==> src/rtl/alu_exec_unit.sv <==
// rtl/alu_exec_unit.sv - single-request ALU execution unit with serial or barrel shifter (ALU_BARREL_SHIFT_EN selects barrel)
module alu_exec_unit #(
    parameter int WIDTH = 32
) (
    input  logic             clk,
    input  logic             rst,
    input  logic             in_valid,
    output logic             in_ready,
    input  logic [3:0]       ALUControl,
    input  logic [WIDTH-1:0] src_a,
    input  logic [WIDTH-1:0] src_b,
    output logic             out_valid,
    input  logic             out_ready,
    output logic [WIDTH-1:0] result,
    output logic             zero,
    output logic             illegal
);

    localparam int SW = $clog2(WIDTH);

    localparam logic [3:0] OP_AND = 4'b0000;
    localparam logic [3:0] OP_OR  = 4'b0001;
    localparam logic [3:0] OP_ADD = 4'b0010;
    localparam logic [3:0] OP_XOR = 4'b0011;
    localparam logic [3:0] OP_SLL = 4'b0101;
    localparam logic [3:0] OP_SUB = 4'b0110;
    localparam logic [3:0] OP_SRL = 4'b1101;
    localparam logic [3:0] OP_SRA = 4'b1111;

`ifdef ALU_BARREL_SHIFT_EN
    localparam logic SERIAL_SHIFT = 1'b0;
`else
    localparam logic SERIAL_SHIFT = 1'b1;
`endif

    typedef enum logic [1:0] {
        IDLE  = 2'd0,
        SHIFT = 2'd1,
        DONE  = 2'd2
    } state_t;

    state_t           state_q, state_d;
    logic [3:0]       op_q, op_d;
    logic [WIDTH-1:0] result_q, result_d;
    logic             zero_q, zero_d;
    logic             illegal_q, illegal_d;
    logic [SW-1:0]    cnt_q, cnt_d;

    logic             accept;
    logic [SW-1:0]    shamt_in;
    logic             op_legal;
    logic             op_is_shift;
    logic             go_serial;
    logic [WIDTH-1:0] alu_out;
    logic [WIDTH-1:0] shift_step;

    assign accept    = in_valid & in_ready;
    assign shamt_in  = src_b[SW-1:0];
    assign go_serial = SERIAL_SHIFT & op_legal & op_is_shift & (shamt_in != '0);

    // Classify the incoming opcode: legal at all, and whether it is a shift
    always_comb begin
        op_legal    = 1'b0;
        op_is_shift = 1'b0;
        case (ALUControl)
            OP_AND, OP_OR, OP_ADD, OP_XOR, OP_SUB: op_legal = 1'b1;
            OP_SLL, OP_SRL, OP_SRA: begin
                op_legal    = 1'b1;
                op_is_shift = 1'b1;
            end
            default: begin
                op_legal    = 1'b0;
                op_is_shift = 1'b0;
            end
        endcase
    end

    // Single-cycle result; in the serial build a shift only lands here when shamt is zero
    always_comb begin
        alu_out = '0;
        case (ALUControl)
            OP_AND: alu_out = src_a & src_b;
            OP_OR:  alu_out = src_a | src_b;
            OP_ADD: alu_out = src_a + src_b;
            OP_XOR: alu_out = src_a ^ src_b;
            OP_SUB: alu_out = src_a - src_b;
`ifdef ALU_BARREL_SHIFT_EN
            OP_SLL: alu_out = src_a << shamt_in;
            OP_SRL: alu_out = src_a >> shamt_in;
            OP_SRA: alu_out = $unsigned($signed(src_a) >>> shamt_in);
`else
            OP_SLL, OP_SRL, OP_SRA: alu_out = src_a;
`endif
            default: alu_out = '0;
        endcase
    end

    // One-bit shift of the working value; SRA replicates the current MSB, which is the captured sign
    always_comb begin
        shift_step = result_q;
        case (op_q)
            OP_SLL:  shift_step = {result_q[WIDTH-2:0], 1'b0};
            OP_SRL:  shift_step = {1'b0, result_q[WIDTH-1:1]};
            default: shift_step = {result_q[WIDTH-1], result_q[WIDTH-1:1]};
        endcase
    end

    // FSM state register
    always_ff @(posedge clk) begin
        if (rst) begin
            state_q <= IDLE;
        end else begin
            state_q <= state_d;
        end
    end

    // FSM next-state logic
    always_comb begin
        state_d = state_q;
        case (state_q)
            IDLE: begin
                if (accept) begin
                    state_d = go_serial ? SHIFT : DONE;
                end
            end
            SHIFT: begin
                if (cnt_q == SW'(1)) begin
                    state_d = DONE;
                end
            end
            DONE: begin
                if (out_ready) begin
                    state_d = IDLE;
                end
            end
            default: state_d = IDLE;
        endcase
    end

    // FSM outputs: one request in flight, handshake flags decoded from state
    always_comb begin
        in_ready  = 1'b0;
        out_valid = 1'b0;
        case (state_q)
            IDLE:    in_ready  = 1'b1;
            DONE:    out_valid = 1'b1;
            default: begin
                in_ready  = 1'b0;
                out_valid = 1'b0;
            end
        endcase
    end

    // Datapath next values: capture at accept, step the shifter, hold while DONE
    always_comb begin
        op_d      = op_q;
        result_d  = result_q;
        zero_d    = zero_q;
        illegal_d = illegal_q;
        cnt_d     = cnt_q;
        case (state_q)
            IDLE: begin
                if (accept) begin
                    op_d      = ALUControl;
                    illegal_d = ~op_legal;
                    if (!op_legal) begin
                        result_d = '0;
                        zero_d   = 1'b1;
                    end else if (go_serial) begin
                        result_d = src_a;
                        cnt_d    = shamt_in;
                        zero_d   = 1'b0;
                    end else begin
                        result_d = alu_out;
                        zero_d   = (alu_out == '0);
                    end
                end
            end
            SHIFT: begin
                result_d = shift_step;
                cnt_d    = cnt_q - SW'(1);
                if (cnt_q == SW'(1)) begin
                    zero_d = (shift_step == '0);
                end
            end
            default: begin
                result_d = result_q;
            end
        endcase
    end

    // Datapath registers
    always_ff @(posedge clk) begin
        if (rst) begin
            op_q      <= '0;
            result_q  <= '0;
            zero_q    <= 1'b0;
            illegal_q <= 1'b0;
            cnt_q     <= '0;
        end else begin
            op_q      <= op_d;
            result_q  <= result_d;
            zero_q    <= zero_d;
            illegal_q <= illegal_d;
            cnt_q     <= cnt_d;
        end
    end

    assign result  = result_q;
    assign zero    = zero_q;
    assign illegal = illegal_q;

endmodule

==> config.mk <==
export PLATFORM = sky130hd
export DESIGN_NAME = alu_exec_unit
export DESIGN_NICKNAME = d
export VERILOG_FILES = /design/src/rtl/alu_exec_unit.sv
export SDC_FILE = /design/constraint.sdc
export NUM_CORES = 1
export LEC_CHECK = 0
export ABC_AREA = 1
export CORE_MARGIN = 4
export CORE_UTILIZATION = 40
export CTS_BUF_LIST = sky130_fd_sc_hd__clkbuf_8
export DETAILED_ROUTE_END_ITERATION = 12
export GPL_TIMING_DRIVEN = 0
export PLACE_DENSITY = 0.72
export SLEW_MARGIN = 20
export SYNTH_ARGS = -nofsm -noshare
export SYNTH_HDL_FRONTEND = slang
export SYNTH_SLANG_ARGS = --single-unit
==> constraint.sdc <==
create_clock -name clk -period 7.8 [get_ports clk]
set_clock_uncertainty 0.05 [all_clocks]
set_input_delay 1.56 -clock clk [delete_from_list [all_inputs] [get_ports clk]]
set_output_delay 1.56 -clock clk [all_outputs]
set_load 0.02 [all_outputs]
==> results.md, run 1 <==
* Area grow syn2layout at 19.17%
* Detailed Place HPWL at 22630 µm
* Drt drc at 0
* CP arrival at 6130 ps
* DR iter-0 viols at 848
* Die H at 146.4 µm
* Leak pwr at 4.547 nW
* RSZ-0062 raised after global routing: false
* Hold Buf Count CTS at 0
* Hold_sp: result[24]
* Worst Hold Depth at 2
* Slew Limit Headroom at 0.4493
* DIE AREA at 21430 µm²
* Fin cells at 1668
* Max FO, Critical Path at 5
* Req. time, crit path at 8000 ps
* Syn Area/Cell at 5.804 µm²
* Pint at 0.0006811 W
* Vias per cell at 5.505
* FP Rows at 50
* Fill count at 2016
* Tcrit/Tclk final at 0.7612
* Hold Slack at 463.8 ps
* Starting density of the core at 0.4082
* Synth top area cells: nand2_1 17%, ha_1 16%, dfxtp_1 12%, inv_1 11%, nor2_1 6.2%
* Core ar. at 18770 µm²
* Clock Tree Buf Depth at 2
* Register share of total power at 0.247
* VDD IR-drop max at 0.00007215 V
* Fin. max-slew vios at 0
* Grt ovf at 0
* Synthesis-stage register bit count at 45
* Synth unique cells at 45
* CTS root buffer: clkbuf_8
* WL per Instance at 16.32 µm
* Antenna diodes at 0
* MaxCap Viol Count at 0
* Post-CTS Resized at 0
* Flop-to-flop setup slack at 5370 ps
* CTS clk-pin slew, worst paths at 90 ps
* Hold Crit Endpoint: result[24]
* Setup CP Type: input port to flop
* Slowest stage delay, CP at 520 ps
* Largest area contributor in the netlist: nand2_1
* Initial DRT Pass Iterations at 5
* Syn Inst Count at 1320
* Share of the synthesized area in the top cell type at 0.1725
* R2R Path End: zero
* Cell mode on critical path: nand2_1
* CP Launch Type: input port
* Sequential-to-total area share from yosys stat at 0.1176
* Min Clock Period, post-route at 5938 ps
* Net Sw Frac at 0.4820
* Slowest CP cell: clkdlybuf4s50_1
* Status: complete, no violations
* Port bufs at 106
* # placed instances at 1660
* Setup total negative slack at 0 ps
* Initial antenna violation count at 0
* Via count of the first global-routing pass at 8378
* Final hold vios at 0
* Critical path capture point type: flop
* Tot GR Track Use at 0.2413
* Pwr dens at 144.0 nW/µm²
* EDFF count, synth at 0
* Achievable Freq at 168.4 MHz
* Clock Latency Late Sink at 310 ps
* Overall routed net length at 27220 µm
* IO Count at 108
* Commonest non-fill, non-tap cell in the layout: nand2_1
* Total net switching power at 0.0006336 W
* Chip width at 146.4 µm
* # setup viols final at 0
* Part of the power in combinational logic at 0.612
* Measured slew at the worst slew-check pin at 823.1 ps
* Num CTS Buffers at 5
* Post-synthesis cell area at 7661 µm²
* Yosys warns at 0
* Layout cells sized above 1 at 0.04045
* FFs w/ async S/R, synth at 0
* Mapped Nets at 1492
* GPL Wtd Cong at 0.9636
* Worst r2r src: op_q[0]
* Main synth FF type: dfxtp_1
* CTS sink count at 45
* CTS tree: yes
* Post-DRT Antenna Nets at 0
* Hold/Removal Path Class: flop to flop
* Clk network pwr share at 0.141
* Post-CTS Setup Bufs at 0
* Largest net degree at the start of global routing at 16
* First-pass GRT wire length at 42640 µm
* Most frequent cells in the layout: 352 x nand2_1, 221 x inv_1, 126 x nor2_1, 106 x clkdlybuf4s50_1, 99 x ha_1
* R2R depth at 11
* H-tree depth at 2
* Final nets at 1605
* Vias post-DR at 9183
[routing by layer]
metal,share of wire,track usage,vias to the layer above
met2,0.44,0.3964,352
met3,0.075,0.03724,58
met5,0,0,-
met4,0.032,0.07056,0
li1,-,-,4555
met1,0.45,0.3277,4218
[synth_stat cells (6+ instances only)]
cell type  number
inv_1         221
o21ai_0        88
nor3_1         14
clkbuf_1       22
a221oi_1       39
a211oi_1        8
nand2_1       352
buf_2          12
nand3b_1       16
dfxtp_1        45
nand3_1        90
nor4_1          6
ha_1           99
o22ai_1        15
a31oi_1         7
nor2_1        126
a21oi_1        43
xor2_1         30
o21ai_1         9
nand4_1        17
inv_2          10
[state kept, by name (all words and copies together), names as in the netlist]
register and cells:
result 32, cnt_q 5, op_q 4, state_q 2
zero 1, illegal 1
[worst max path at each step]
| stage | start | end | slack (ps) | cells after the start |
|---|---|---|---|---|
| after floorplan | src_b[1] | zero | 3240 | 22 |
| after detailed placement | src_b[1] | zero | 1680 | 23 |
| after CTS | src_b[1] | zero | 1970 | 23 |
| after global placement | src_b[1] | zero | 1710 | 23 |
| after global routing | src_b[1] | zero | 1560 | 26 |
| final | src_b[1] | zero | 1860 | 25 |
[per-stage QoR]
stage          area, µm²    util  setup slack [ps]   power, W
5_1_grt             9130  0.4865              1565   0.001417
3_5_place_dp        9015  0.4803              1684   0.001117
3_3_place_gp        9015  0.4803              1711   0.001108
6_report            9130  0.4865              1862   0.001315
2_1_floorplan       7661       -              3243  0.0008261
4_1_cts             9130  0.4865              1975   0.001304
[critical path, delay by kind of cell]
family,cells,cell delay (ps)
adder cells (fa/ha/maj),2,590
AO/OA/AOI/OAI,3,590
XOR/XNOR,1,110
buffers and inverters,2,690
AND/OR/NAND/NOR,17,2580
[logic make-up after synthesis]
family | synth area share
xor gates and xnor gates | 0.03658
and+or+nand+nor | 0.3562
muxes | 0.001307
adders and majority gates | 0.1643
AOI/OAI and AO/OA | 0.1868
DFF | 0.1176
buffers and inverters | 0.1372
[power groups by stage]
stage / registers, W / clock network (W) / logic (W)
after CTS: 0.000324 / 0.000187 / 0.000793
after global routing: 0.000330 / 0.000199 / 0.000889
after detailed placement: 0.000329 / 0 / 0.000788
final: 0.000324 / 0.000186 / 0.000805
after global placement: 0.000328 / 0 / 0.000780
after floorplan: 0.000366 / 0 / 0.000460
[area by class of cell]
class | count | area, µm² | area share
Clock inverter | 3 | 46.29 | 0.005071
Sequential cell | 45 | 900.9 | 0.09867
Clock buffer | 5 | 68.82 | 0.007537
Inverter | 231 | 867.1 | 0.09497
Multi-Input combinational cell | 1004 | 5709 | 0.6253
Tap cell | 234 | 292.8 | 0.03207
Buffer | 40 | 183.9 | 0.02015
Timing Repair Buffer | 106 | 1061 | 0.1162
(Power assumes the default switching activity.)
==> inputs of run 2 (changes only) <==
--- a/config.mk
+++ b/config.mk
@@ -11,7 +11,7 @@
 export CTS_BUF_LIST = sky130_fd_sc_hd__clkbuf_8
 export DETAILED_ROUTE_END_ITERATION = 12
 export GPL_TIMING_DRIVEN = 0
-export PLACE_DENSITY = 0.72
+export PLACE_DENSITY = 0.74
 export SLEW_MARGIN = 20
 export SYNTH_ARGS = -nofsm -noshare
 export SYNTH_HDL_FRONTEND = slang
==> constraint.sdc (replaced) <==
create_clock -name clk -period 5.4 [get_ports clk]
set_clock_uncertainty 0.05 [all_clocks]
set_input_delay 1.08 -clock clk [delete_from_list [all_inputs] [get_ports clk]]
set_output_delay 1.08 -clock clk [all_outputs]
set_load 0.02 [all_outputs]
==> results.md, run 2 (synthesis results as in run 1) <==
* Clk network pwr share at 0.127
* Tot GR Track Use at 0.2466
* CP arrival at 5300 ps
* Clock Latency Late Sink at 310 ps
* Met1 usage at 0.3342
* Final hold vios at 0
* Hold/Removal Path Class: flop to flop
* DIE AREA at 21430 µm²
* Total net switching power at 0.0009108 W
* Layout cells sized above 1 at 0.04808
* Req. time, crit path at 5600 ps
* Grt ovf at 0
* Part of the power in combinational logic at 0.623
* Hold Buf Count CTS at 0
* FP Rows at 50
* Max FO, Critical Path at 6
* Largest net degree at the start of global routing at 14
* Fill count at 2015
* MaxCap Viol Count at 0
* First-pass GRT wire length at 43650 µm
* IO Count at 108
* Fin cells at 1669
* Tcrit/Tclk final at 0.9454
* Die H at 146.4 µm
* Max reg flops at 32
* RSZ-0062 raised after global routing: false
* Gr busiest metal: met2
* CTS sink count at 45
* Initial antenna violation count at 0
* WL per Instance at 16.49 µm
* Status: complete, no violations
* Measured slew at the worst slew-check pin at 759.7 ps
* Commonest non-fill, non-tap cell in the layout: nand2_1
* Starting density of the core at 0.4082
* Most frequent cells in the layout: 352 x nand2_1, 220 x inv_1, 123 x nor2_1, 103 x clkdlybuf4s50_1, 98 x ha_1
* Leak pwr at 4.599 nW
* Critical path capture point type: flop
* Pint at 0.0009638 W
* Core ar. at 18770 µm²
* Setup total negative slack at 0 ps
* Pwr dens at 204.0 nW/µm²
* # placed instances at 1660
* Overall routed net length at 27520 µm
* Worst setup margin at 295.0 ps
* Area grow syn2layout at 19.97%
* M2 GR Usage at 0.4026
* Chip width at 146.4 µm
* Min Clock Period, post-route at 5105 ps
* Fin. max-slew vios at 0
* DR iter-0 viols at 916
* Num CTS Buffers at 5
* H-tree depth at 2
* Achievable Freq at 195.9 MHz
* Via count of the first global-routing pass at 8489
* Vias post-DR at 9133
* CTS root buffer: clkbuf_8
* CTS tree: yes
* Slew Limit Headroom at 0.4935
* CTS clk-pin slew, worst paths at 80 ps
* Initial DRT Pass Iterations at 5
* GPL Wtd Cong at 0.9678
* Dpl ws at -240.8 ps
* Detailed Place HPWL at 22730 µm
* Fin util at 0.4897
* Vias per cell at 5.472
* Drt drc at 0
* Net Sw Frac at 0.4859
* # setup viols final at 0
* VDD IR-drop max at 0.0001208 V
* Port bufs at 106
* Setup CP Type: input port to flop
* Register share of total power at 0.249
* Antenna diodes at 0
* Post-DRT Antenna Nets at 0
* Clock Tree Buf Depth at 2
* CP Launch Type: input port
* Met3 usage at 0.04128
* Final nets at 1606
-- run 2: changes by cell type in the layout (fill, tap and decap cells not counted), moves of 2 or more --
cell,change
clkbuf_1,-2
nor2_2,+3
clkbuf_8,+2
nor3_4,+2
dlymetal6s2s_1,+3
clkdlybuf4s50_1,-3
nor2_1,-3
-- run 2: through the flow --
| step | hold WS [ps] | cell area [µm²] | total power [W] |
|---|---|---|---|
| 6_report | 453.2 | 9191 | 0.001875 |
| 5_1_grt | 474.9 | 9191 | 0.002022 |
| 4_1_cts | 459.4 | 9116 | 0.001854 |
| 3_5_place_dp | 444.9 | 9015 | 0.001613 |
| 3_3_place_gp | 441.2 | 9015 | 0.001599 |
| 2_1_floorplan | 435.1 | 7661 | 0.001193 |
-- run 2: critical path: stages --
cell	delay, ps
clkdlybuf4s50_1	500
inv_2	160
nand3_1	130
nor2_2	190
nand2_1	140
nor3_4	270
inv_2	70
nor3_2	230
nand2_1	150
nand2_1	100
xor2_1	140
inv_1	50
ha_1	360
nand2_1	110
nor2_1	200
nand2_1	130
nor2_1	120
nand2_1	100
nand3_1	140
nand2_1	60
nand3_1	70
nand2_1	110
nor2_1	150
nand3_1	80
nor2_1	90
nand4_1	170
a21oi_1	180
-- run 2: cell type report --
| cell class | instances | area (µm²) | share of cell area |
|---|---|---|---|
| clock inverter | 1 | 5.005 | 0.0005445 |
| timing repair buffer | 107 | 1076 | 0.1171 |
| clock buffer | 7 | 96.34 | 0.01048 |
| sequential | 45 | 900.9 | 0.09801 |
| tap | 234 | 292.8 | 0.03185 |
| inverter | 231 | 867.1 | 0.09434 |
| buffer | 40 | 186.4 | 0.02028 |
| multi-input combinational | 1004 | 5767 | 0.6274 |
-- run 2: final timing paths --
kind | from | to | slack [ps] | cells after the start
hold / removal | result[0] | result[0] | 450 | 2
setup reg to reg | op_q[0] | zero | 2940 | 11
setup / recovery | src_b[4] | zero | 300 | 27
hold reg to reg | result[0] | result[0] | 450 | 2
-- run 2: per-layer routing --
layer | wire [µm] | part of all wire
met3 | 2125 | 0.077
met1 | 12320 | 0.45
met4 | 734 | 0.027
met2 | 12340 | 0.45
met5 | 0 | 0
-- run 2: power by group through the flow --
| stage | clock (W) | sequential [W] | combinational, W |
|---|---|---|---|
| final | 0.000238 | 0.000468 | 0.00117 |
| after global routing | 0.000253 | 0.000476 | 0.00129 |
| after CTS | 0.000242 | 0.000467 | 0.00114 |
| after detailed placement | 0 | 0.000474 | 0.00114 |
| after global placement | 0 | 0.000474 | 0.00112 |
| after floorplan | 0 | 0.000528 | 0.000665 |
-- run 2: repair_timing --
item	4_1_cts	5_1_grt
buffers inserted	0	1
setup endpoints to repair	0	7
gates resized for setup	0	21
==> variant 1, RTL diff (config.mk and constraints of run 1) <==
The 3 states of `state_t` get a one-hot encoding in 3 bits.
--- a/src/rtl/alu_exec_unit.sv
+++ b/src/rtl/alu_exec_unit.sv
@@ -34,8 +34,8 @@
 `endif
 
-    typedef enum logic [1:0] {
-        IDLE  = 2'd0,
-        SHIFT = 2'd1,
-        DONE  = 2'd2
+    typedef enum logic [2:0] {
+        IDLE  = 3'b001,
+        SHIFT = 3'b010,
+        DONE  = 3'b100
     } state_t;
 
Check against the original RTL: no difference found for any inputs over 4 cycles, from zero or initial values and one cycle with rst high; so few cycles prove little.
==> variant 1 against run 1 <==
- synthesized area is 2.2% higher
- first-iteration DRC count shrank 5.3%
- power down 15%
- wire length decreased by 0.17%
- global-route usage shrank 0.15 points
- sequential cell count is 1 higher
- worst hold slack worse by 0.027 ns
- worst setup slack improved by 0.060 ns
- sequential power shrank 9.3%
- cell area increased by 2.1%
==> variant 1: results (changes against run 1) <==
RESULT_OF_THE_RUN='finished clean'  # unchanged
SEQ_AREA_FRAC=0.0988  # was 0.0987
FINAL-NONCLK-BUF-SHARE=0.135  # was 0.136
FINAL-CLK-CELL-SHARE=0.0118  # was 0.0126
CRIT_PATH_MAX_FANOUT=10  # was 5
FINALCRITICALPERIOD_NS=5.88  # was 5.94 ns
WORST_R2R_STARTPOINT='op_q[1]$_SDFFE_PP0P_'  # was op_q[0]$_SDFFE_PP0P_
DETAILEDROUTE.FIRSTITERATIONVIOLATIONS=803  # was 848
NUM-FILL-CELLS=1979  # was 2016
SYNTH_CELL_TYPE_COUNT=43  # was 45
POWER_LEAKAGE_nW=4.69  # was 4.55 nW
WORST_IR_DROP_VDD_uV=62.4  # was 72.2 uV
POST_SYNTH_XOR_AREA_FRACTION=0.0324  # was 0.0366
FIN_NETS=1654  # was 1605
DETAILED_PLACE.AREA_SQ_UM=9210  # was 9010 sq um
PLACE.GP.CONGESTION=0.987  # was 0.964
POST_DRT_VIA_CELL_RATIO=5.29  # was 5.51
WORSTHOLDENDPOINT='result[3]$_SDFFE_PP0P_'  # was result[24]$_SDFFE_PP0P_
RANKING_OF_SYNTHESIZED_CELLS_BY_AREA='sky130_fd_sc_hd__nand2_1 (20%), sky130_fd_sc_hd__ha_1 (16%), sky130_fd_sc_hd__dfxtp_1 (12%)'  # was sky130_fd_sc_hd__nand2_1 (17%), sky130_fd_sc_hd__ha_1 (16%), sky130_fd_sc_hd__dfxtp_1 (12%)
PRECTSSETUPSLACK_NS=1.72  # was 1.68 ns
GRT_PASS1_WL_UM=42500  # was 42600 um
BEGINNING_OF_THE_CRITICAL_PATH='ALUControl[3]'  # was src_b[1]
LAYOUT.COMB_GATES.MULTI_INPUT=1042  # was 1004
MAX_STAGE_DELAY_NS=0.43  # was 0.52 ns
POSTSYNTHNETCOUNT=1542  # was 1492
DRT-WIRELENGTH-PER-CELL_UM=15.6  # was 16.3 um
-- variant 1: cell count changes after synthesis, sizes merged, moves of 3 or more --
cell,before,now
or2,2,18
a31oi,7,33
nor2,132,124
nand4,17,12
o21ai,97,69
nand2,357,411
nand3,90,104
o221a,3,0
mux2i,1,5
nand3b,16,13
inv,231,241
a221oi,39,16
nor3,18,14
-- variant 1: routing by layer --
metal / global-route usage / wire (um) / vias to the layer above
met3: 0.0325 / 1960 / 56
met1: 0.333 / 12400 / 4134
met2: 0.383 / 11800 / 380
met4: 0.0808 / 969 / 0
li1: - / - / 4649
met5: 0 / 0 / -
-- variant 1: where the power goes --
group | switching [W] | leakage [nW] | internal, W
sequential | 0.0000282 | 0.375 | 0.000265
combinational | 0.000405 | 4.25 | 0.000235
clock | 0.0000882 | 0.0556 | 0.0000944
-- variant 1: per-stage QoR --
step / std cells / utilization
after floorplan: 1370 / -
after global placement: 1735 / 0.486
after detailed placement: 1735 / 0.486
after CTS: 1743 / 0.492
after global routing: 1743 / 0.492
final: 1743 / 0.492
==> variant 2, RTL diff (settings of run 1) <==
Made on the original files. Build with the macro `ALU_BARREL_SHIFT_EN` defined.
--- a/src/rtl/alu_exec_unit.sv
+++ b/src/rtl/alu_exec_unit.sv
@@ -1,3 +1,5 @@
 // rtl/alu_exec_unit.sv - single-request ALU execution unit with serial or barrel shifter (ALU_BARREL_SHIFT_EN selects barrel)
+`define ALU_BARREL_SHIFT_EN
+
 module alu_exec_unit #(
     parameter int WIDTH = 32
Check against the original RTL: not equivalent (Yosys sat finds a counterexample within 4 cycles, from zero or initial values and one cycle with rst high).
==> variant 2 against run 1 <==
- critical endpoint unchanged
- highest routed layer unchanged
- non-clock buffer count increased by 40
- power decreased by 13%
- wire length increased by 97%
- cell area increased by 30%
- combinational power increased by 0.7%
- worst hold slack got worse by 0.0095 ns
- sequential cell count decreased by 10
- synthesized area increased by 35%
- worst setup slack got worse by 0.52 ns
==> variant 2: results (changes against run 1) <==
RESULT_OF_THE_RUN='finished clean'  # unchanged
POST_DRT_VIA_CELL_RATIO=5.71  # was 5.51
POWER.SHARE.COMBINATIONAL=0.710  # was 0.612
DRIVE_ABOVE_1_SHARE=0.0607  # was 0.0404
POST_SYNTH_MUX_AREA_SHARE=0  # was 0.00131
PORTBUFFERS=107  # was 106
ROUTE.VIAS.TOTAL=13700  # was 9183
NUM-FILL-CELLS=2852  # was 2016
PWR-SHARE-CLK=0.113  # was 0.141
DETAILED_PLACE.AREA_SQ_UM=11800  # was 9010 sq um
LARGEST_NET_DEGREE_AT_THE_START_OF_GLOBAL_ROUTING=13  # was 16
WORST_IR_DROP_VDD_uV=88.6  # was 72.2 uV
WORSTHOLDENDPOINT='result[8]$_SDFFE_PP0P_'  # was result[24]$_SDFFE_PP0P_
LAYOUT_SETUP_WS_NS=1.34  # was 1.86 ns
GRT_PASS1_WL_UM=78500  # was 42600 um
DETAILEDROUTE.FIRSTITERATIONVIOLATIONS=1385  # was 848
TRACK_USAGE=0.361  # was 0.241
CRITICAL_PATH.REG2REG.ENDPOINT='result[10]$_SDFFE_PP0P_'  # was zero$_SDFFE_PP0P_
USE_MET3=0.0462  # was 0.0372
RANKING_OF_SYNTHESIZED_CELLS_BY_AREA='sky130_fd_sc_hd__nand2_1 (24%), sky130_fd_sc_hd__nand3_1 (18%), sky130_fd_sc_hd__ha_1 (12%)'  # was sky130_fd_sc_hd__nand2_1 (17%), sky130_fd_sc_hd__ha_1 (16%), sky130_fd_sc_hd__dfxtp_1 (12%)
CRIT_PATH_MAX_FANOUT=11  # was 5
PRECTSSETUPSLACK_NS=1.19  # was 1.68 ns
MIN_FROM='result[8]$_SDFFE_PP0P_'  # was result[24]$_SDFFE_PP0P_
ROUTE.MET3.WL_UM=4190  # was 2040 um
SEQUENTIALPOWER_W=0.000203  # was 0.000324 W
GROUTE.LAYER.MET2.USAGE=0.595  # was 0.396
WORST_R2R_STARTPOINT='state_q[1]$_SDFFE_PP0P_'  # was op_q[0]$_SDFFE_PP0P_
WORST_EP_ARRIVAL_TIME_NS=6.64  # was 6.13 ns
POWER.INTERNAL_W=0.000512  # was 0.000681 W
DPL.HPWL_UM=45100  # was 22600 um
MAX_STAGE_DELAY_NS=0.48  # was 0.52 ns
POST_SYNTH_XOR_AREA_FRACTION=0.0255  # was 0.0366
WL_FINAL_UM=53500  # was 27200 um
CTS.REPORTEDPATHS.CLKPINSLEW_NS=0.07  # was 0.09 ns
MET1WIRELENGTH_UM=21700  # was 12300 um
PLACE.GP.CONGESTION=1.04  # was 0.964
## variant 2: cell types whose count changed after synthesis, moves of 10 or more
cell                        delta
sky130_fd_sc_hd__a221oi_1     -38
sky130_fd_sc_hd__buf_2        +17
sky130_fd_sc_hd__dfxtp_1      -10
sky130_fd_sc_hd__inv_1        +38
sky130_fd_sc_hd__nand2_1     +295
sky130_fd_sc_hd__nand2_2      +16
sky130_fd_sc_hd__nand2_4      +11
sky130_fd_sc_hd__nand3_1     +291
sky130_fd_sc_hd__nor2_1       +38
sky130_fd_sc_hd__o2111ai_1    +10
sky130_fd_sc_hd__o211ai_1     +21
sky130_fd_sc_hd__o21ai_0      -43
sky130_fd_sc_hd__o22ai_1      -14
## variant 2: cell type report
type                       count  area, sq um  share of cell area
clock inverter                 3         12.5             0.00105
sequential                    35          701              0.0589
tap                          330          413              0.0347
clock buffer                   5         68.8             0.00579
inverter                     270         1020              0.0857
buffer                        79          447              0.0376
multi-input combinational   1577         8160               0.686
timing repair buffer         107         1070              0.0901
